`src/rtl/bcd_menu_pkg.sv`:
```
// rtl/bcd_menu_pkg.sv - shared widths and FSM state type for the BCD convert scheduler
package bcd_menu_pkg;

    localparam int BIN_W      = 17;
    localparam int BCD_W      = 20;
    localparam int DIGITS     = 5;
    localparam int CONV_STEPS = 17;

    typedef enum logic [1:0] {
        IDLE  = 2'd0,
        SHIFT = 2'd1,
        OUT   = 2'd2
    } state_t;

endpackage

```
`src/rtl/bcd_convert_scheduler_dd_step.sv`:
```
// rtl/bcd_convert_scheduler_dd_step.sv - one combinational double-dabble step
module dd_step
    import bcd_menu_pkg::*;
(
    input  logic [BCD_W-1:0] bcd_in,
    input  logic [BIN_W-1:0] bin_in,
    output logic [BCD_W-1:0] bcd_out,
    output logic [BIN_W-1:0] bin_out
);

    logic [BCD_W-1:0] adj;

    // Add 3 to every digit that would overflow past 9 once doubled by the shift
    always_comb begin
        adj = '0;
        for (int d = 0; d < DIGITS; d++) begin
            if (bcd_in[4*d +: 4] >= 4'd5) begin
                adj[4*d +: 4] = bcd_in[4*d +: 4] + 4'd3;
            end else begin
                adj[4*d +: 4] = bcd_in[4*d +: 4];
            end
        end
    end

    // The binary MSB shifts into the units digit of the BCD accumulator
    assign bcd_out = {adj[BCD_W-2:0], bin_in[BIN_W-1]};
    assign bin_out = {bin_in[BIN_W-2:0], 1'b0};

endmodule

```
`src/rtl/bcd_convert_scheduler.sv`:
```
// rtl/bcd_convert_scheduler.sv - round-robin shared binary-to-BCD converter for menu fields
module bcd_convert_scheduler
    import bcd_menu_pkg::*;
#(
    parameter int N_REQ   = 4,
    parameter int ID_W    = 2,
    parameter int MAX_VAL = 99999
) (
    input  logic                   clk,
    input  logic                   rst_n,
    input  logic                   en,
    input  logic [N_REQ-1:0]       req,
    input  logic [BIN_W*N_REQ-1:0] req_value,
    output logic                   busy,
    output logic [N_REQ-1:0]       pending,
    output logic                   res_valid,
    input  logic                   res_ready,
    output logic [BCD_W-1:0]       res_bcd,
    output logic [ID_W-1:0]        res_id,
    output logic                   res_ovf
);

    localparam logic [BIN_W-1:0] MAX_BIN   = BIN_W'(MAX_VAL);
    localparam logic [4:0]       LAST_STEP = 5'(CONV_STEPS - 1);
    localparam logic [ID_W-1:0]  LAST_ID   = ID_W'(N_REQ - 1);
    localparam logic [ID_W:0]    N_WIDE    = (ID_W+1)'(N_REQ);

    state_t             state;
    state_t             state_nxt;
    logic [BIN_W-1:0]   hold_val [N_REQ];
    logic [ID_W-1:0]    rr_ptr;
    logic [ID_W-1:0]    grant_idx;
    logic [ID_W-1:0]    job_id;
    logic [ID_W:0]      scan_sum;
    logic               grant_found;
    logic               grant;
    logic [BIN_W-1:0]   sel_val;
    logic [BIN_W-1:0]   bin_reg;
    logic [BIN_W-1:0]   step_bin;
    logic [BCD_W-1:0]   bcd_reg;
    logic [BCD_W-1:0]   step_bcd;
    logic [4:0]         step_cnt;
    logic               job_ovf;

    dd_step u_dd_step (
        .bcd_in  (bcd_reg),
        .bin_in  (bin_reg),
        .bcd_out (step_bcd),
        .bin_out (step_bin)
    );

    // Round-robin search: scan from rr_ptr upward with wrap; the nearest pending channel wins
    always_comb begin
        grant_found = 1'b0;
        grant_idx   = '0;
        scan_sum    = '0;
        for (int k = N_REQ - 1; k >= 0; k--) begin
            scan_sum = {1'b0, rr_ptr} + (ID_W+1)'(k);
            if (scan_sum >= N_WIDE) begin
                scan_sum = scan_sum - N_WIDE;
            end
            if (pending[scan_sum[ID_W-1:0]]) begin
                grant_found = 1'b1;
                grant_idx   = scan_sum[ID_W-1:0];
            end
        end
    end

    assign grant   = (state == IDLE) && en && grant_found;
    assign sel_val = hold_val[grant_idx];
    assign busy    = (state != IDLE);

    // State register
    always_ff @(posedge clk or negedge rst_n) begin
        if (!rst_n) begin
            state <= IDLE;
        end else begin
            state <= state_nxt;
        end
    end

    // Next-state: grant starts a job, the last step presents it, the handshake retires it
    always_comb begin
        state_nxt = state;
        case (state)
            IDLE:    if (grant) state_nxt = SHIFT;
            SHIFT:   if (step_cnt == LAST_STEP) state_nxt = OUT;
            OUT:     if (res_ready) state_nxt = IDLE;
            default: state_nxt = IDLE;
        endcase
    end

    // Request capture; a fresh req beats the grant clear so a same-edge repost stays pending
    always_ff @(posedge clk or negedge rst_n) begin
        if (!rst_n) begin
            pending <= '0;
            for (int i = 0; i < N_REQ; i++) begin
                hold_val[i] <= '0;
            end
        end else begin
            for (int i = 0; i < N_REQ; i++) begin
                if (req[i]) begin
                    pending[i]  <= 1'b1;
                    hold_val[i] <= req_value[BIN_W*i +: BIN_W];
                end else if (grant && (grant_idx == ID_W'(i))) begin
                    pending[i]  <= 1'b0;
                end
            end
        end
    end

    // Round-robin pointer moves just past the channel that was granted
    always_ff @(posedge clk or negedge rst_n) begin
        if (!rst_n) begin
            rr_ptr <= '0;
        end else if (grant) begin
            rr_ptr <= (grant_idx == LAST_ID) ? '0 : grant_idx + 1'b1;
        end
    end

    // Conversion datapath and result register
    always_ff @(posedge clk or negedge rst_n) begin
        if (!rst_n) begin
            bcd_reg   <= '0;
            bin_reg   <= '0;
            step_cnt  <= '0;
            job_id    <= '0;
            job_ovf   <= 1'b0;
            res_valid <= 1'b0;
            res_bcd   <= '0;
            res_id    <= '0;
            res_ovf   <= 1'b0;
        end else if (grant) begin
            bcd_reg  <= '0;
            bin_reg  <= (sel_val > MAX_BIN) ? MAX_BIN : sel_val;
            job_ovf  <= (sel_val > MAX_BIN);
            job_id   <= grant_idx;
            step_cnt <= '0;
        end else if (state == SHIFT) begin
            bcd_reg  <= step_bcd;
            bin_reg  <= step_bin;
            step_cnt <= step_cnt + 5'd1;
            if (step_cnt == LAST_STEP) begin
                res_valid <= 1'b1;
                res_bcd   <= step_bcd;
                res_id    <= job_id;
                res_ovf   <= job_ovf;
            end
        end else if ((state == OUT) && res_ready) begin
            res_valid <= 1'b0;
        end
    end

endmodule

```
`config.mk`:
```
export PLATFORM = sky130hd
export DESIGN_NAME = bcd_convert_scheduler
export DESIGN_NICKNAME = d
export VERILOG_FILES = /design/src/rtl/bcd_menu_pkg.sv /design/src/rtl/bcd_convert_scheduler_dd_step.sv /design/src/rtl/bcd_convert_scheduler.sv
export SDC_FILE = /design/constraint.sdc
export NUM_CORES = 1
export LEC_CHECK = 0
export CAP_MARGIN = 5
export CELL_PAD_IN_SITES_DETAIL_PLACEMENT = 1
export CELL_PAD_IN_SITES_GLOBAL_PLACEMENT = 1
export CORE_MARGIN = 2
export CORE_UTILIZATION = 43
export CTS_CLUSTER_DIAMETER = 200
export DETAILED_ROUTE_END_ITERATION = 12
export GPL_TIMING_DRIVEN = 0
export MAX_ROUTING_LAYER = met4
export PLACE_DENSITY = 0.78
export SLEW_MARGIN = 20
export SYNTH_ARGS = -nofsm -noshare
export SYNTH_HDL_FRONTEND = slang
export SYNTH_SLANG_ARGS = --single-unit
```
`constraint.sdc`:
```
create_clock -name clk -period 3.3 [get_ports clk]
set_clock_uncertainty 0.2 [all_clocks]
set_input_delay 0.66 -clock clk [delete_from_list [all_inputs] [get_ports clk]]
set_output_delay 0.66 -clock clk [all_outputs]
set_load 0.03 [all_outputs]
```
### After elaboration in Yosys (flattened, before gate mapping)

Index checks and enable logic that the tools add are counted.
Widths: inputs -> output; s select.

* $add $sub $neg: 14
* bitwise logic cells: 2
* multipliers: 0
* muxes and demuxes: 51
* reduce and logical (&&, ||, !) cells: 19
* equal/unequal tests: 9
* magnitude comparators: 15
* divide/modulo/power cells: 0
* shift-type cells: 0

Operators by type and width (count)
* $mux 17: 5
* $mux 20: 2
* $bmux 17 s2: 1
* $mux 2: 12
* $ge 4x3->1 const B: 5
* $mux 1: 19
* $gt 17x17->1 const B: 1
* $add 4x2->4 const B: 4
* $mux 4: 4
* $reduce_bool 2->1: 7
* $ge 3x3->1 const B: 4
* $lt 2x3->1 const B: 4
* $mux 5: 2
* $reduce_and 3->1: 3
* $bmux 1 s2: 4
* $sub 2x1->2 const B: 4
* $logic_and 1x1->1: 7
* $add 2x2->3 const B: 2
* $eq 2x2->1 const B: 3
* $ne 2x2->1 const B: 3
* $pmux 2 s3: 1
* $add 5x1->5 const B: 1
* $eq 5x5->1 const B: 1
* $eq 2x1->1 const B: 2
* other kinds (8): 9

* bits in registers: 145
* memories kept: 0
* bits in latches: 0
* input port bits: 76
* memory bits (writable): 0
* output and inout bits: 29
* logic and storage cells: 129
* bits in read-only memories: 0

### Logic depth before layout (Yosys ltp)

* depth after elaboration: 16
* gate-level depth with buffers: 12
* mapped depth without buffers: 9

### Cells and area by module

Synthesis repeated with hierarchy kept, for this count alone.

* cells, all modules: 703
* area total of the unflattened synthesis: 7338.3 µm²

Modules (own cells, without submodules)
* bcd_convert_scheduler: seq. area each 3628.5 µm², area each 6712.7 µm², cells each 608, instances 1
* dd_step: seq. area each 0.0 µm², area each 625.6 µm², cells each 95, instances 1

### Worst setup path before layout

OpenSTA, ideal clock, no wires.

* kind: flip-flop to flip-flop
* from: register pending[1]
* to: register bin_reg[5]
* data arrival time: 2.475 ns
* cell stages (with the launch flop): 13
* required time: 2.982 ns
* path buffers: 3
* library setup time: 0.118 ns
* slack: 0.507 ns
* clock period less this slack: 2.793 ns
* cells stage by stage: dfrtp_1 > a21boi_2 > a2bb2oi_2 > and2_4 > buf_12 > inv_8 > buf_8 > mux2i_1 > mux2i_1 > nor3_1 > or4_4 > buf_6 > a21o_1

* longest elaborated chain between the ends: 13
* elaborated cells on any way between the ends: 25
* classes of those cells: order compare (1); mux (21); bitwise (1); reduce/logical (2)

RTL lines
* start, declared: line bcd_convert_scheduler.sv:15 `output logic [N_REQ-1:0] pending,`
* start signal, assigned: line bcd_convert_scheduler.sv:96 `pending <= '0;`
* start signal, assigned by index: line bcd_convert_scheduler.sv:103 `pending[i] <= 1'b1;`
* start signal, assigned by index: line bcd_convert_scheduler.sv:106 `pending[i] <= 1'b0;`
* $bmux 1 s2: line bcd_convert_scheduler.sv:62 `if (pending[scan_sum[ID_W-1:0]]) begin`
* $mux 1 (implied by the code): line bcd_convert_scheduler.sv:62
* $mux 2 (4 in a row): line bcd_convert_scheduler.sv:62
* $not 2->3 (implied by the code): line bcd_convert_scheduler.sv:70 `assign sel_val = hold_val[grant_idx];`
* $bmux 17 s2: line bcd_convert_scheduler.sv:70
* $mux 17 (implied by the code) (2 in a row): line bcd_convert_scheduler.sv:70
* $gt 17x17->1: line bcd_convert_scheduler.sv:135 `bin_reg <= (sel_val > MAX_BIN) ? MAX_BIN : sel_val;`
* $mux 17: line bcd_convert_scheduler.sv:135
* $mux 17: line bcd_convert_scheduler.sv:133 `end else if (grant) begin`
* end signal, assigned: line bcd_convert_scheduler.sv:135
* end signal, assigned: line bcd_convert_scheduler.sv:141 `bin_reg <= step_bin;`
* end, declared: line bcd_convert_scheduler.sv:38 `logic [BIN_W-1:0] bin_reg;`

Several ways; a longest one is shown, not always the timed one. The select of a mux whose other input is x is not followed.
A chain may end at the register's enable or synchronous reset.

### Worst setup path after layout

* from: register pending[0]
* to: register bin_reg[8]

Same word-level chain as after synthesis.

==> flow_summary.ini <==
[timing]
fmax_mhz = 326
grt_setup_unrepaired = no
tightestPinTransition_ns = 0.793
finalSetupTns_ns = 0
max-slew-margin-rel = 0.471
fin_crit_ns = 3.07
setup_viol = 0
finalCritPeriodShare = 0.929
hold_viol = 0
slew_violations = 0

[routing]
route.vias.total = 5357
final_antenna_net_count = 0
drt_pre_antenna_iters = 4
routed_wl_um = 19200
via_per_inst = 5.48
drc = 0
wl_per_cell_um = 19.7
drt_iter0_drc = 250

[logic_synthesis]
synthMuxAreaShare = 0.178
syn_area_um2 = 6950
ys_types = 49
synth-compound-area-share = 0.122
ys_seq_elements = 145
yosysSeqAreaShare = 0.522
synth-async-reset-ratio = 1.00
synthTopCellsByArea = dfrtp_1, mux2_2, mux2i_1
yosysWarnings = 0
synthFlopType = dfrtp_1
synth_top_family_by_area = multiplexers
synthAdderAreaFrac = 0.0288
synth-simple-area-share = 0.101
synth_xor_area_frac = 0.0101
synth_nets = 720
syn_inst = 628
yosys.area.top_type_share = 0.522
syn_area_per_cell_um2 = 11.1
synth_largest_area_cell = dfrtp_1
synth_edf_count = 0

[clock_tree]
clockBufferDepth = 2
cts_tree = yes
clockRootBuffer = clkbuf_16
cts_num_sinks = 145
clock_latency_ns = 0.43
postCtsSetupBuffers = 0
cts_buffers = 17
cts_htree_levels = 4
cts.reportedPaths.clkPinSlew_ns = 0.06

[floorplanning]
die_h_um = 131
initial_utilization = 0.439
die_w_um = 131
dieArea_um2 = 17200
ios = 105
coreArea_um2 = 15800
rows = 46

[setup_path]
r2r-start = pending[0]
critical_path_required_ns = 3.41
startpoint_type = register
critPathArrivalTime_ns = 3.17
cp_max_fo = 10
endpoint_kind = register
worstSetupPathType = reg -> reg
critPathLaunch = pending[0]

[pwr]
ir_drop_mv = 0.462
power.density_nw_per_um2 = 958
p_clk_frac = 0.246
p_leak_nw = 3.80
p_sw_frac = 0.396
power_frac_seq = 0.311
power_frac_comb = 0.443
p_switching_w = 0.00338
power.internal_w = 0.00515
power_w = 0.00852

[min_path]
hp-start = res_bcd[9]
hold_path_class = reg -> reg

[finish]
post_route_cells_drive_above_1_share = 0.177
final_core_util = 0.562
areaGrowthSynthToFinish_pct = 28.1
antenna_cells = 0
stdcell_area_um2 = 8900
largest_register_ffs = 68
nNetsFinal = 841

[placed_design]
gp_congestion = 0.815
placed_area_um2 = 8250
dp_hpwl_um = 13400
port_buffers = 100

[grt]
grt_overflow_total = 0
grt_pass1_vias = 6129
antenna_found_initial = 0
grt_pass1_wl_um = 32100
grt_max_degree = 87
grtUsageTotal = 0.244

[status]
run_status = finished, final reports clean

[job]
cap_violations = 0
[synthesized netlist by cell type (all sizes together) (2+ instances only)]
| cell | instances |
|---|---|
| a311oi | 2 |
| o21ai | 58 |
| a31oi | 2 |
| and2 | 2 |
| xor2 | 3 |
| o32ai | 4 |
| and3 | 5 |
| nor2 | 25 |
| nor3b | 3 |
| nand2b | 7 |
| clkbuf | 27 |
| nor3 | 8 |
| nand2 | 66 |
| a211oi | 12 |
| mux2i | 31 |
| o22ai | 5 |
| nor2b | 7 |
| nand4 | 2 |
| a21oi | 24 |
| mux2 | 82 |
| o31ai | 3 |
| inv | 17 |
| xnor2 | 5 |
| buf | 12 |
| or2 | 3 |
| dfrtp | 145 |
| a21boi | 15 |
| a21o | 8 |
| nand3 | 21 |
| ha | 16 |
[power groups by stage]
| stage | sequential (W) | combinational (W) | clock (W) |
|---|---|---|---|
| after global routing | 0.00272 | 0.00417 | 0.00220 |
| after floorplan | 0.00283 | 0.00230 | 0 |
| after detailed placement | 0.00267 | 0.00372 | 0 |
| final | 0.00265 | 0.00378 | 0.00209 |
| after CTS | 0.00265 | 0.00380 | 0.00212 |
| after global placement | 0.00264 | 0.00355 | 0 |
[critical path, stage by stage (launching register included)]
cell and delay [ns]:
dfrtp_1 0.46, a21oi_1 0.20, o21a_1 0.13, o22a_1 0.23
buf_2 0.30, mux2i_1 0.46, nor3_1 0.11, or4_4 0.50
buf_6 0.16, a21o_1 0.17
[stage by stage]
stage / setup WS [ns] / hold slack [ns] / instances
4_1_cts: 0.185 / 0.282 / 978
3_5_place_dp: 0.280 / 0.269 / 945
5_1_grt: 0.0528 / 0.306 / 978
6_report: 0.235 / 0.275 / 978
3_3_place_gp: -4.42 / 0.259 / 944
2_1_floorplan: 0.507 / 0.164 / 628
[logic make-up (layout without fill, tap and decap cells)]
| kind of cell | count (synthesis) | in the layout |
|---|---|---|
| flip-flops | 145 | 145 |
| AND/OR/NAND/NOR | 152 | 152 |
| AO/OA/AOI/OAI | 138 | 138 |
| adder cells (fa/ha/maj) | 16 | 16 |
| buffers and inverters | 56 | 190 |
| multiplexers | 113 | 113 |
| XOR/XNOR | 8 | 8 |
[placed cells by master, fill, tap and decap left out, drive strengths merged, types with 4 or more instances in the layout]
cell           Yosys  routed
dfrtp            145     145
clkdlybuf4s50      0      99
mux2              82      82
nand2             66      66
o21ai             58      58
clkbuf            27      46
mux2i             31      31
nor2              25      25
a21oi             24      24
nand3             21      21
inv               17      19
ha                16      16
a21boi            15      15
buf               12      14
a211oi            12      12
nor3               8       8
a21o               8       8
nor2b              7       7
nand2b             7       7
clkinv             0       6
and3               5       5
o22ai              5       5
xnor2              5       5
o32ai              4       4
bufinv             0       4
[final timing paths]
path,end,slack [ns],depth (start not counted)
max in group asynchronous,hold_val[55],1.55,3
hold / removal,res_bcd[9],0.27,2
setup reg to reg,bin_reg[8],0.23,9
hold reg to reg,res_bcd[9],0.27,2
min in group asynchronous,res_bcd[8],0.57,2
setup / recovery,bin_reg[8],0.23,9
[repair_timing]
action                                 in CTS  in global routing
setup endpoints to repair                   0                  5
endpoints found under the hold margin      59                  0
hold buffers                                1                  0
resized for setup                           0                  1
[layout make-up]
cell class                 count  area, um2
buffer                        39        195
clock buffer                  19        453
inverter                      17       71.3
sequential                   145       3630
tap                          216        270
fill                        1647       6930
clock inverter                13        183
multi-input combinational    427       3060
timing repair buffer         102       1040
[layer usage]
layer | GRT usage | vias to the layer above | routed length (um)
li1 | - | 2459 | -
met1 | 0.285 | 2722 | 8200
met2 | 0.427 | 146 | 9930
met3 | 0.0424 | 30 | 755
met4 | 0.0803 | 0 | 349
met5 | - | - | 0
No activity file was read; power rests on OpenSTA's default activity.
